**config.mk**
```make
export PLATFORM = sky130hd
export DESIGN_NAME = pipe_stage_chain
export DESIGN_NICKNAME = d
export VERILOG_FILES = /design/src/rtl/pipe_stage_chain.sv
export SDC_FILE = /design/constraint.sdc
export NUM_CORES = 1
export LEC_CHECK = 0
export BUFFER_PORTS_ARGS = -buffer_cell sky130_fd_sc_hd__buf_2
export CORE_ASPECT_RATIO = 1.1
export CORE_MARGIN = 5
export CORE_UTILIZATION = 55
export CTS_BUF_LIST = sky130_fd_sc_hd__clkbuf_8
export CTS_CLUSTER_DIAMETER = 40
export DETAILED_ROUTE_END_ITERATION = 7
export PLACE_DENSITY = 0.84
export SYNTH_ARGS = -nofsm -noshare
export SYNTH_HDL_FRONTEND = slang
export SYNTH_SLANG_ARGS = --single-unit
```
**constraint.sdc**
```tcl
create_clock -name CLK -period 3.43 [get_ports CLK]
set_input_delay 0.5145 -clock CLK [delete_from_list [all_inputs] [get_ports CLK]]
set_output_delay 0.5145 -clock CLK [all_outputs]
set_load 0.03 [all_outputs]
```
**src/rtl/pipe_stage_chain.sv**
```systemverilog
// -----------------------------------------------------------------------------
// pipe_stage_chain
//
// Purpose:
//   A chain of DEPTH valid/ready register stages carrying a WIDTH-bit payload.
//   Each stage is ready when it is empty (after its flush bit is applied) or
//   when the stage downstream of it is ready. Because of this, empty stages
//   absorb data while the output is stalled. A per-stage flush mask removes
//   items in place. A flushed item never moves forward, and a stage that is
//   being flushed can still accept a new item in the same cycle.
//
// Parameters:
//   WIDTH  payload width in bits (1..256)
//   DEPTH  number of register stages (1..8); stage 0 is the input side
//
// Ports:
//   CLK        rising-edge clock for all state
//   RST        synchronous active-high reset
//   in_valid   upstream offers in_data this cycle
//   in_data    upstream payload
//   in_ready   stage 0 accepts this cycle
//   out_valid  last stage holds a live (unflushed) item
//   out_data   last stage payload
//   out_ready  downstream consumes this cycle
//   flush      per-stage kill mask; bit k kills the item in stage k
//   occupancy  number of registered valid bits (before flush takes effect)
//   stall_cnt  cycles with out_valid=1 and out_ready=0 (saturating)
//   flush_cnt  number of items killed by flush (saturating)
//
// Configuration:
//   PIPE_CHAIN_PERF_EN  when defined, stall_cnt and flush_cnt are live
//                       counters. When undefined, both ports are tied to 0
//                       and no counter logic exists.
// -----------------------------------------------------------------------------
module pipe_stage_chain #(
    parameter int unsigned WIDTH = 32,
    parameter int unsigned DEPTH = 4
) (
    input  logic                         CLK,
    input  logic                         RST,
    input  logic                         in_valid,
    input  logic [WIDTH-1:0]             in_data,
    output logic                         in_ready,
    output logic                         out_valid,
    output logic [WIDTH-1:0]             out_data,
    input  logic                         out_ready,
    input  logic [DEPTH-1:0]             flush,
    output logic [$clog2(DEPTH+1)-1:0]   occupancy,
    output logic [31:0]                  stall_cnt,
    output logic [31:0]                  flush_cnt
);

    localparam int unsigned OccW = $clog2(DEPTH + 1);

    // Stage state
    logic [DEPTH-1:0] valid_q;
    logic [WIDTH-1:0] data_q [DEPTH];

    // Combinational stage controls
    logic [DEPTH-1:0] eff_valid;
    logic [DEPTH-1:0] ready;
    logic             ready_acc;
    logic [DEPTH-1:0] src_valid;
    logic [WIDTH-1:0] src_data [DEPTH];
    logic [OccW-1:0]  occ_sum;

    // A flushed stage looks empty to both its neighbours.
    always_comb begin
        eff_valid = valid_q & ~flush;
    end

    // ready_k = !ev_k | ready_(k+1). This is computed as a running OR from
    // the output side so that the ready vector does not depend on itself.
    always_comb begin
        ready_acc = out_ready;
        ready     = '0;
        for (int k = int'(DEPTH) - 1; k >= 0; k--) begin
            ready_acc = ready_acc | ~eff_valid[k];
            ready[k]  = ready_acc;
        end
    end

    // Source of each stage: the upstream port for stage 0, otherwise the
    // previous stage. The previous stage's effective valid is used, so a
    // flushed item is never forwarded.
    always_comb begin
        src_valid    = '0;
        src_valid[0] = in_valid;
        src_data[0]  = in_data;
        for (int k = 1; k < int'(DEPTH); k++) begin
            src_valid[k] = eff_valid[k-1];
            src_data[k]  = data_q[k-1];
        end
    end

    always_ff @(posedge CLK) begin
        if (RST) begin
            valid_q <= '0;
            for (int k = 0; k < int'(DEPTH); k++) begin
                data_q[k] <= '0;
            end
        end else begin
            for (int k = 0; k < int'(DEPTH); k++) begin
                if (ready[k]) begin
                    // A stage with flush set is always ready (ev_k = 0), so a
                    // new item can replace the killed one in the same cycle.
                    valid_q[k] <= src_valid[k];
                    if (src_valid[k]) begin
                        data_q[k] <= src_data[k];
                    end
                end
            end
        end
    end

    // Occupancy counts registered valid bits. Flush only shows up after
    // the clock edge.
    always_comb begin
        occ_sum = '0;
        for (int k = 0; k < int'(DEPTH); k++) begin
            occ_sum = occ_sum + OccW'(valid_q[k]);
        end
    end

    always_comb begin
        in_ready  = ready[0];
        out_valid = eff_valid[DEPTH-1];
        out_data  = data_q[DEPTH-1];
        occupancy = occ_sum;
    end

`ifdef PIPE_CHAIN_PERF_EN
    logic [31:0] stall_cnt_q;
    logic [31:0] flush_cnt_q;
    logic [3:0]  kill_num;
    logic [32:0] flush_sum;

    // DEPTH <= 8, so the per-cycle kill count fits in 4 bits.
    always_comb begin
        kill_num = '0;
        for (int k = 0; k < int'(DEPTH); k++) begin
            kill_num = kill_num + 4'(valid_q[k] & flush[k]);
        end
    end

    always_comb begin
        flush_sum = {1'b0, flush_cnt_q} + 33'(kill_num);
    end

    always_ff @(posedge CLK) begin
        if (RST) begin
            stall_cnt_q <= '0;
            flush_cnt_q <= '0;
        end else begin
            if (out_valid && !out_ready && (stall_cnt_q != 32'hFFFF_FFFF)) begin
                stall_cnt_q <= stall_cnt_q + 32'd1;
            end
            flush_cnt_q <= flush_sum[32] ? 32'hFFFF_FFFF : flush_sum[31:0];
        end
    end

    always_comb begin
        stall_cnt = stall_cnt_q;
        flush_cnt = flush_cnt_q;
    end
`else
    always_comb begin
        stall_cnt = '0;
        flush_cnt = '0;
    end
`endif

endmodule

```
Word level (Yosys, flattened, before mapping)

Memories as Yosys holds them, arrays and structs flattened.
Index checks and enable logic that the tools add are counted.

Bits in registers: 4
Bits in writable memories: 128
Bits of input ports: 40
Output and inout port bits: 101
Word-level logic and storage cells: 44
Memories: 1

Add/subtract/negate cells: 3
Muxes and demuxes: 22
Bitwise logic cells: 14

Memory list:

| name   | depth | width | read ports | clocked after Yosys merged registers in | write ports | line | RTL |
|---|---|---|---|---|---|---|---|
| data_q | 4     | 32    | 4          | 0                                       | 4           | 57   | `logic [WIDTH-1:0] data_q [DEPTH];` |

Operators by type and width:

| operator             | number |
|---|---|
| 2-to-1 mux 32 bit    | 4 |
| 2-to-1 mux 1 bit     | 18 |
| bitwise OR 1 bit     | 8 |
| AND 4 bit            | 1 |
| inverter 1 bit       | 4 |
| inverter 4 bit       | 1 |
| adder 2 x 1 -> 3 bit | 1 |
| adder 3 x 1 -> 3 bit | 1 |
| adder 1 x 1 -> 2 bit | 1 |

Depth between registers and ports, before layout

Gate-level depths: netlist of the first run.

Word-level depth: 11
Gate-level depth with buffers: 5
Mapped depth without buffers: 5

Worst setup path after synthesis of the first run

Ideal clock, no wire load.

Path type: input-to-reg
From: input flush[1]
To: memory data_q[0][0] (enable)
Setup time: 441 ps
Data arrival time: 2571 ps
Data required time: 2989 ps
Path slack: 418 ps
Stages: 2
Path buffers: 0
Path through: and4bb_4 -> a31oi_1

RTL lines:

| element            | line | RTL |
|---|---|---|
| start: declaration | 47   | `input logic [DEPTH-1:0] flush,` |
| end: declaration   | 57   |  |

Worst setup path after layout of the first run

From: register valid_q[0]
To: output occupancy[1]

Word-level cells in the longest chain between the ends: 3

Ends and longest elaborated chain:

| element                          | line | RTL |
|---|---|---|
| start: declaration               | 56   | `logic [DEPTH-1:0] valid_q;` |
| start signal: indexed assignment | 107  | `valid_q[k] <= src_valid[k];` |
| adder 1 x 1 -> 2 bit             | 121  | `occ_sum = occ_sum + OccW'(valid_q[k]);` |
| adder 2 x 1 -> 3 bit             | 121  |  |
| adder 3 x 1 -> 3 bit             | 121  |  |
| end: declaration                 | 48   | `output logic [$clog2(DEPTH+1)-1:0] occupancy,` |

No other way between the ends.

==> impl_metrics.ini, run 1 <==
[outcome]
status = finished clean

[critical_path]
cp-start-kind = flip-flop
ff2ff_path_depth = 5
critPathKind = flip-flop to output pin
reg2reg_to = data_q[1][11]
r2r_slack_ps = 1450
required_ps = 2920
arrival_ps = 2040
endpoint_kind = output pin
r2r_start = valid_q[3]
path_max_fanout = 3

[detailed_routing]
vias = 2498
met2_length_mm = 3.34
wirelength_mm = 6.85
wl_met1_mm = 2.67
ant_nets = 0
met3_length_um = 651
wl_per_cell_um = 11.6
highest_layer = met4
viasPerCell = 4.22
drc = 0
drt-initial-drc-count = 75
drtPass1Iterations = 4

[sta]
post-route-period-util_pct = 74.5
fin_crit_ps = 2560
rsz0062_at_grt = false
slew-limit-headroom_pct = 36.1
finalSetupTns_ps = 0
slew_viol_final = 0
max_freq_mhz = 391
final-setup-viol-count = 0
finalWorstSetupSlack_ps = 873
fin_worst_skew_ps = 6.74
final_hold_viol_count = 0
worstMarginPinSlew_ps = 958

[synthesis]
synth-simple-area-share_pct = 16.5
synth_area_um2 = 5580
ys_seq_area_share_pct = 70.4
synth_top_family_by_area = simple AND/OR/NAND/NOR gates
synthMuxAreaShare_pct = 0
synth_adder_area_share_pct = 0.808
synthCells = 375
syn_avg_cell_area_um2 = 14.9
synth_compound_area_share_pct = 1.59
ys_types = 28
ys_warn_count = 0
ys_ff_latch = 132
synth-xor-area-share_pct = 0

[power_and_ir_drop]
switchingPower_w = 0.000729
powerDensity_nw_per_um2 = 563
p_int_w = 0.00281
power_frac_comb_pct = 6.1
seqPwrFrac_pct = 52.3
switching_share_pct = 20.6
vdd_drop_max_mv = 0.388
clock_power_share_pct = 41.5
p_leak_nw = 2.68
p_total_w = 0.00354

[worst_hold_path]
holdPathStages = 3
hp-class = input pin to flip-flop
hold_path_startpoint = in_valid
min_to = valid_q[0]

[run]
maxCapViolCount = 0

[finish]
register_area_um2 = 3920
drive_above_1_share_pct = 25.0
antenna_cells = 0
fillers = 719
instances_no_fill = 592
syn2layout_area_growth_pct = 12.7
nets = 502
multi_input_area_um2 = 1310
design_area_um2 = 6290
final_cell_mix = and2_1, edfxtp_1, buf_2, conb_1, clkbuf_8

[floorplanning]
io_pins = 141
rows = 38
start_util_pct = 56.4
die-area_um2 = 12300
core_area_um2 = 9890
fp.dieW_um = 106
fp.dieH_um = 116

[global_route]
grt_max_degree = 33
grt_antenna_before_repair = 0
gr-total-overflow = 0
grt_pass1_wl_mm = 11.2
grtUsageTotal_pct = 12.1
first_global_vias = 2449

[clocking]
post_cts_buffers = 0
clock_latency_ps = 430
h-tree-depth = 4
path_clk_slew_ps = 70
clockRootBuffer = clkbuf_8
clock_sinks = 132
cts-resized-gates = 0
cts_buffers = 17
hold_buffers = 0
max-clock-path-buffers = 2
cts_tree = done

[placement]
post-dp-hpwl_mm = 5.17
gp_congestion = 0.676
place_area_um2 = 5820
numPortBuffers = 76
place_ws_ps = 1110
placed_cells = 560
[registers in the layout, summed over array words and instances (netlist names)]
name	flops
valid_q	4
data_q	128
[through the flow]
step / hold WS (ps) / utilization [%]
4_1_cts: 317 / 63.6
3_5_place_dp: 502 / 58.8
3_3_place_gp: 503 / 58.8
6_report: 349 / 63.6
5_1_grt: 320 / 63.6
2_1_floorplan: 497 / -
[critical path, stage by stage (launching register included)]
cell,delay (ps)
dfxtp_1,340
inv_1,70
fa_1,540
inv_1,40
ha_1,170
ha_1,260
buf_2,180
[cell families (layout without fill, tap and decap cells)]
group,Yosys count,after routing
simple gates,146,146
flops,132,132
buf+inv,83,117
compound gates,10,10
fa+ha+maj,3,3
other cells,1,64
[synth_stat cells]
library cell / number / area share, %
nor3b_2: 1 / 0.22
a21oi_1: 3 / 0.27
nand2b_1: 4 / 0.45
buf_6: 4 / 0.81
a211oi_4: 1 / 0.36
or2_2: 1 / 0.11
a21o_1: 1 / 0.13
nor2_1: 5 / 0.34
and4bb_4: 1 / 0.29
dfxtp_1: 4 / 1.4
buf_2: 7 / 0.63
nand2_1: 2 / 0.13
and2_1: 128 / 14
buf_4: 64 / 8.6
a31oi_1: 1 / 0.11
a211oi_2: 1 / 0.22
edfxtp_1: 128 / 69
clkbuf_2: 3 / 0.27
nor2b_1: 2 / 0.22
nand3_1: 1 / 0.090
fa_1: 1 / 0.36
ha_1: 2 / 0.45
o31ai_1: 1 / 0.13
nor3_4: 1 / 0.29
inv_1: 5 / 0.34
o21bai_1: 1 / 0.13
conb_1: 1 / 0.067
a31oi_2: 1 / 0.22
[power by group through the flow]
stage / combinational, W / clock (W) / sequential (W)
final: 0.000217 / 0.00147 / 0.00185
after floorplan: 0.000206 / 0 / 0.00191
after global placement: 0.000210 / 0 / 0.00188
after CTS: 0.000217 / 0.00151 / 0.00185
after global routing: 0.000234 / 0.00158 / 0.00186
after detailed placement: 0.000217 / 0 / 0.00189
[layer usage]
layer	track usage, %	vias up
li1	-	1313
met2	18.9	94
met1	13.3	1076
met5	0	-
met3	5.96	15
met4	8.03	0
[cell type report]
type                    count  area share [%]
flip-flops and latches    132            62.4
multi-input cells         223            20.9
repair buffers             80            6.53
clock inverters            15            3.76
clock buffers              17            3.72
well taps                 120            2.39
inverters                   5           0.299
[worst max-delay path by stage]
stage	slack (ps)	from	end
2_1_floorplan	420	flush[1]	data_q[0][0]
4_1_cts	830	valid_q[0]	occupancy[1]
3_3_place_gp	1190	flush[3]	data_q[1][11]
5_1_grt	730	valid_q[0]	occupancy[1]
6_report	870	valid_q[0]	occupancy[1]
3_5_place_dp	1110	flush[3]	data_q[0][21]
(Power assumes the default switching activity.)
==> run 2, diff against run 1 <==
--- a/config.mk
+++ b/config.mk
@@ -5,14 +5,15 @@
 export SDC_FILE = /design/constraint.sdc
 export NUM_CORES = 1
 export LEC_CHECK = 0
+export ABC_AREA = 1
 export BUFFER_PORTS_ARGS = -buffer_cell sky130_fd_sc_hd__buf_2
 export CORE_ASPECT_RATIO = 1.1
 export CORE_MARGIN = 5
-export CORE_UTILIZATION = 55
+export CORE_UTILIZATION = 50
 export CTS_BUF_LIST = sky130_fd_sc_hd__clkbuf_8
 export CTS_CLUSTER_DIAMETER = 40
 export DETAILED_ROUTE_END_ITERATION = 7
-export PLACE_DENSITY = 0.84
+export PLACE_DENSITY = 0.81
 export SYNTH_ARGS = -nofsm -noshare
 export SYNTH_HDL_FRONTEND = slang
 export SYNTH_SLANG_ARGS = --single-unit
==> constraint.sdc (replaced) <==
create_clock -name CLK -period 2.3 [get_ports CLK]
set_input_delay 0.345 -clock CLK [delete_from_list [all_inputs] [get_ports CLK]]
set_output_delay 0.345 -clock CLK [all_outputs]
set_load 0.03 [all_outputs]
==> impl_metrics.ini, run 2 <==
[synthesis]
synth_area_um2 = 5710
ys_ff_latch = 132
syn_avg_cell_area_um2 = 11.3
yosysMostFrequentCell = inv_1
synthCells = 505
synthFlopType = edfxtp_1
synth_edf_count = 128
synth_common_cells = inv_1, nor2_1, edfxtp_1
ys_types = 20
ys_warn_count = 0
ys_seq_area_share_pct = 68.7
synth_top_area_share_pct = 67.3
synth.area.top_cells = edfxtp_1, inv_1, buf_4, nor2_1, dfxtp_1
synth-async-reset-ratio_pct = 0
synth_top_cell_by_area = edfxtp_1

[outcome]
status = finished clean

[placement]
numPortBuffers = 76
placed_cells = 723
post-dp-hpwl_mm = 5.18
gp_congestion = 0.723

[sta]
final_hold_viol_count = 0
fin_worst_skew_ps = 10.7
rsz0062_at_grt = true
post-route-period-util_pct = 98.1
max_freq_mhz = 443
worstMarginPinSlew_ps = 542
fin_crit_ps = 2260
final-setup-viol-count = 0
finalSetupTns_ps = 0
slew-limit-headroom_pct = 63.8
slew_viol_final = 0

[critical_path]
endpoint_kind = output pin
slowest_stage = fa_1
path_max_fanout = 2
r2r_start = valid_q[2]
critPathKind = flip-flop to output pin
cp-start-kind = flip-flop
ff2ff_path_depth = 7
crit_chain = inv_2 > fa_1 > inv_2 > ha_4 > ha_4 > buf_6
max_stage_delay_ps = 540
r2r_slack_ps = 530
required_ps = 1960
arrival_ps = 1910
reg2reg_to = data_q[1][13]

[finish]
post-route-util_pct = 55.9
largest_reg_flops = 128
final_common_cell = inv_1
syn2layout_area_growth_pct = 10.9
drive_above_1_share_pct = 20.0
final_cell_mix = inv_1, nor2_1, edfxtp_1, buf_2, conb_1
antenna_cells = 0
regMostFlops = data_q
nets = 636
instances_no_fill = 756
largest_registers = data_q: 128 flops, valid_q: 4 flops

[floorplanning]
io_pins = 141
core_area_um2 = 11300
fp.dieW_um = 112
rows = 41
fp.dieH_um = 122
start_util_pct = 50.4
die-area_um2 = 13700

[detailed_routing]
wirelength_mm = 6.88
vias = 2845
wl_per_cell_um = 9.10
drtPass1Iterations = 4
drc = 0
drt-initial-drc-count = 134
viasPerCell = 3.76
ant_nets = 0

[global_route]
grt_antenna_before_repair = 0
first_global_vias = 2673
grt_pass1_wl_mm = 11.4
grtUsageTotal_pct = 10.6
grt_max_degree = 33
gr-total-overflow = 0

[clocking]
max-clock-path-buffers = 2
clock_latency_ps = 420
cts_tree = done
clock_sinks = 132
path_clk_slew_ps = 70
h-tree-depth = 4
clockRootBuffer = clkbuf_8
cts_buffers = 17

[worst_hold_path]
holdPathStages = 2
min_to = valid_q[2]
hp-class = input pin to flip-flop
hold_path_startpoint = RST

[power_and_ir_drop]
p_leak_nw = 2.94
powerDensity_nw_per_um2 = 741
vdd_drop_max_mv = 0.302

[run]
maxCapViolCount = 0
run 2: power by group:
group	leakage, nW	internal (W)	switching (W)
clock	0.186	0.000800	0.000726
sequential	1.38	0.00276	0.0000275
combinational	1.37	0.0000743	0.000311
total	2.94	0.00363	0.00106
run 2: final cells by class:
| class | instances | area, um2 |
|---|---|---|
| inverter | 142 | 533 |
| multi-input combinational | 218 | 940 |
| timing repair buffer | 82 | 432 |
| fill | 918 | 5000 |
| sequential | 132 | 3930 |
| clock buffer | 17 | 234 |
| tap | 150 | 188 |
| clock inverter | 15 | 85.1 |
run 2: through the flow:
step                      power (W)  area, um2  worst slack [ps]  hold slack (ps)
final                       0.00470       6340              42.7              153
after global routing        0.00489       6340             -30.3              127
after CTS                   0.00474       6330             -15.5              136
after detailed placement    0.00322       5980               348              530
after global placement      0.00321       5980               422              531
after floorplan             0.00322       5960               246              414
run 2: worst max-delay path by stage:
stage,cells after the start,end,start
6_report,6,occupancy[1],valid_q[0]
5_1_grt,6,occupancy[1],valid_q[0]
4_1_cts,6,occupancy[1],valid_q[3]
3_5_place_dp,6,occupancy[1],valid_q[0]
3_3_place_gp,6,occupancy[1],valid_q[0]
2_1_floorplan,6,data_q[0][0],flush[3]
run 2: logic make-up after synthesis:
| kind of cell | share of synthesized area, % |
|---|---|
| other | 0.0656 |
| adders and majority gates | 0.788 |
| and+or+nand+nor | 10.4 |
| buffers and inverters | 19.6 |
| DFF | 68.7 |
| AOI/OAI and AO/OA | 0.526 |
run 2: repair_timing:
item,in CTS,in global routing
resized for setup,6,4
hold buffers,0,0
endpoints found under the setup margin,1,3
setup buffers,1,0
pin swaps,2,1
run 2: layer usage:
metal	global-route usage, %	routed length (um)	up-vias
li1	-	-	1566
met1	11.4	2780	1172
met5	0	0	-
met4	6.39	175	0
met2	17.2	3360	92
met3	4.82	558	15
run 2: worst max-delay path: cells and delay by family (launching register included):
| kind | cells | cell delay (ps) |
|---|---|---|
| adders and majority gates | 3 | 960 |
| DFF | 1 | 320 |
| buffers and inverters | 3 | 210 |
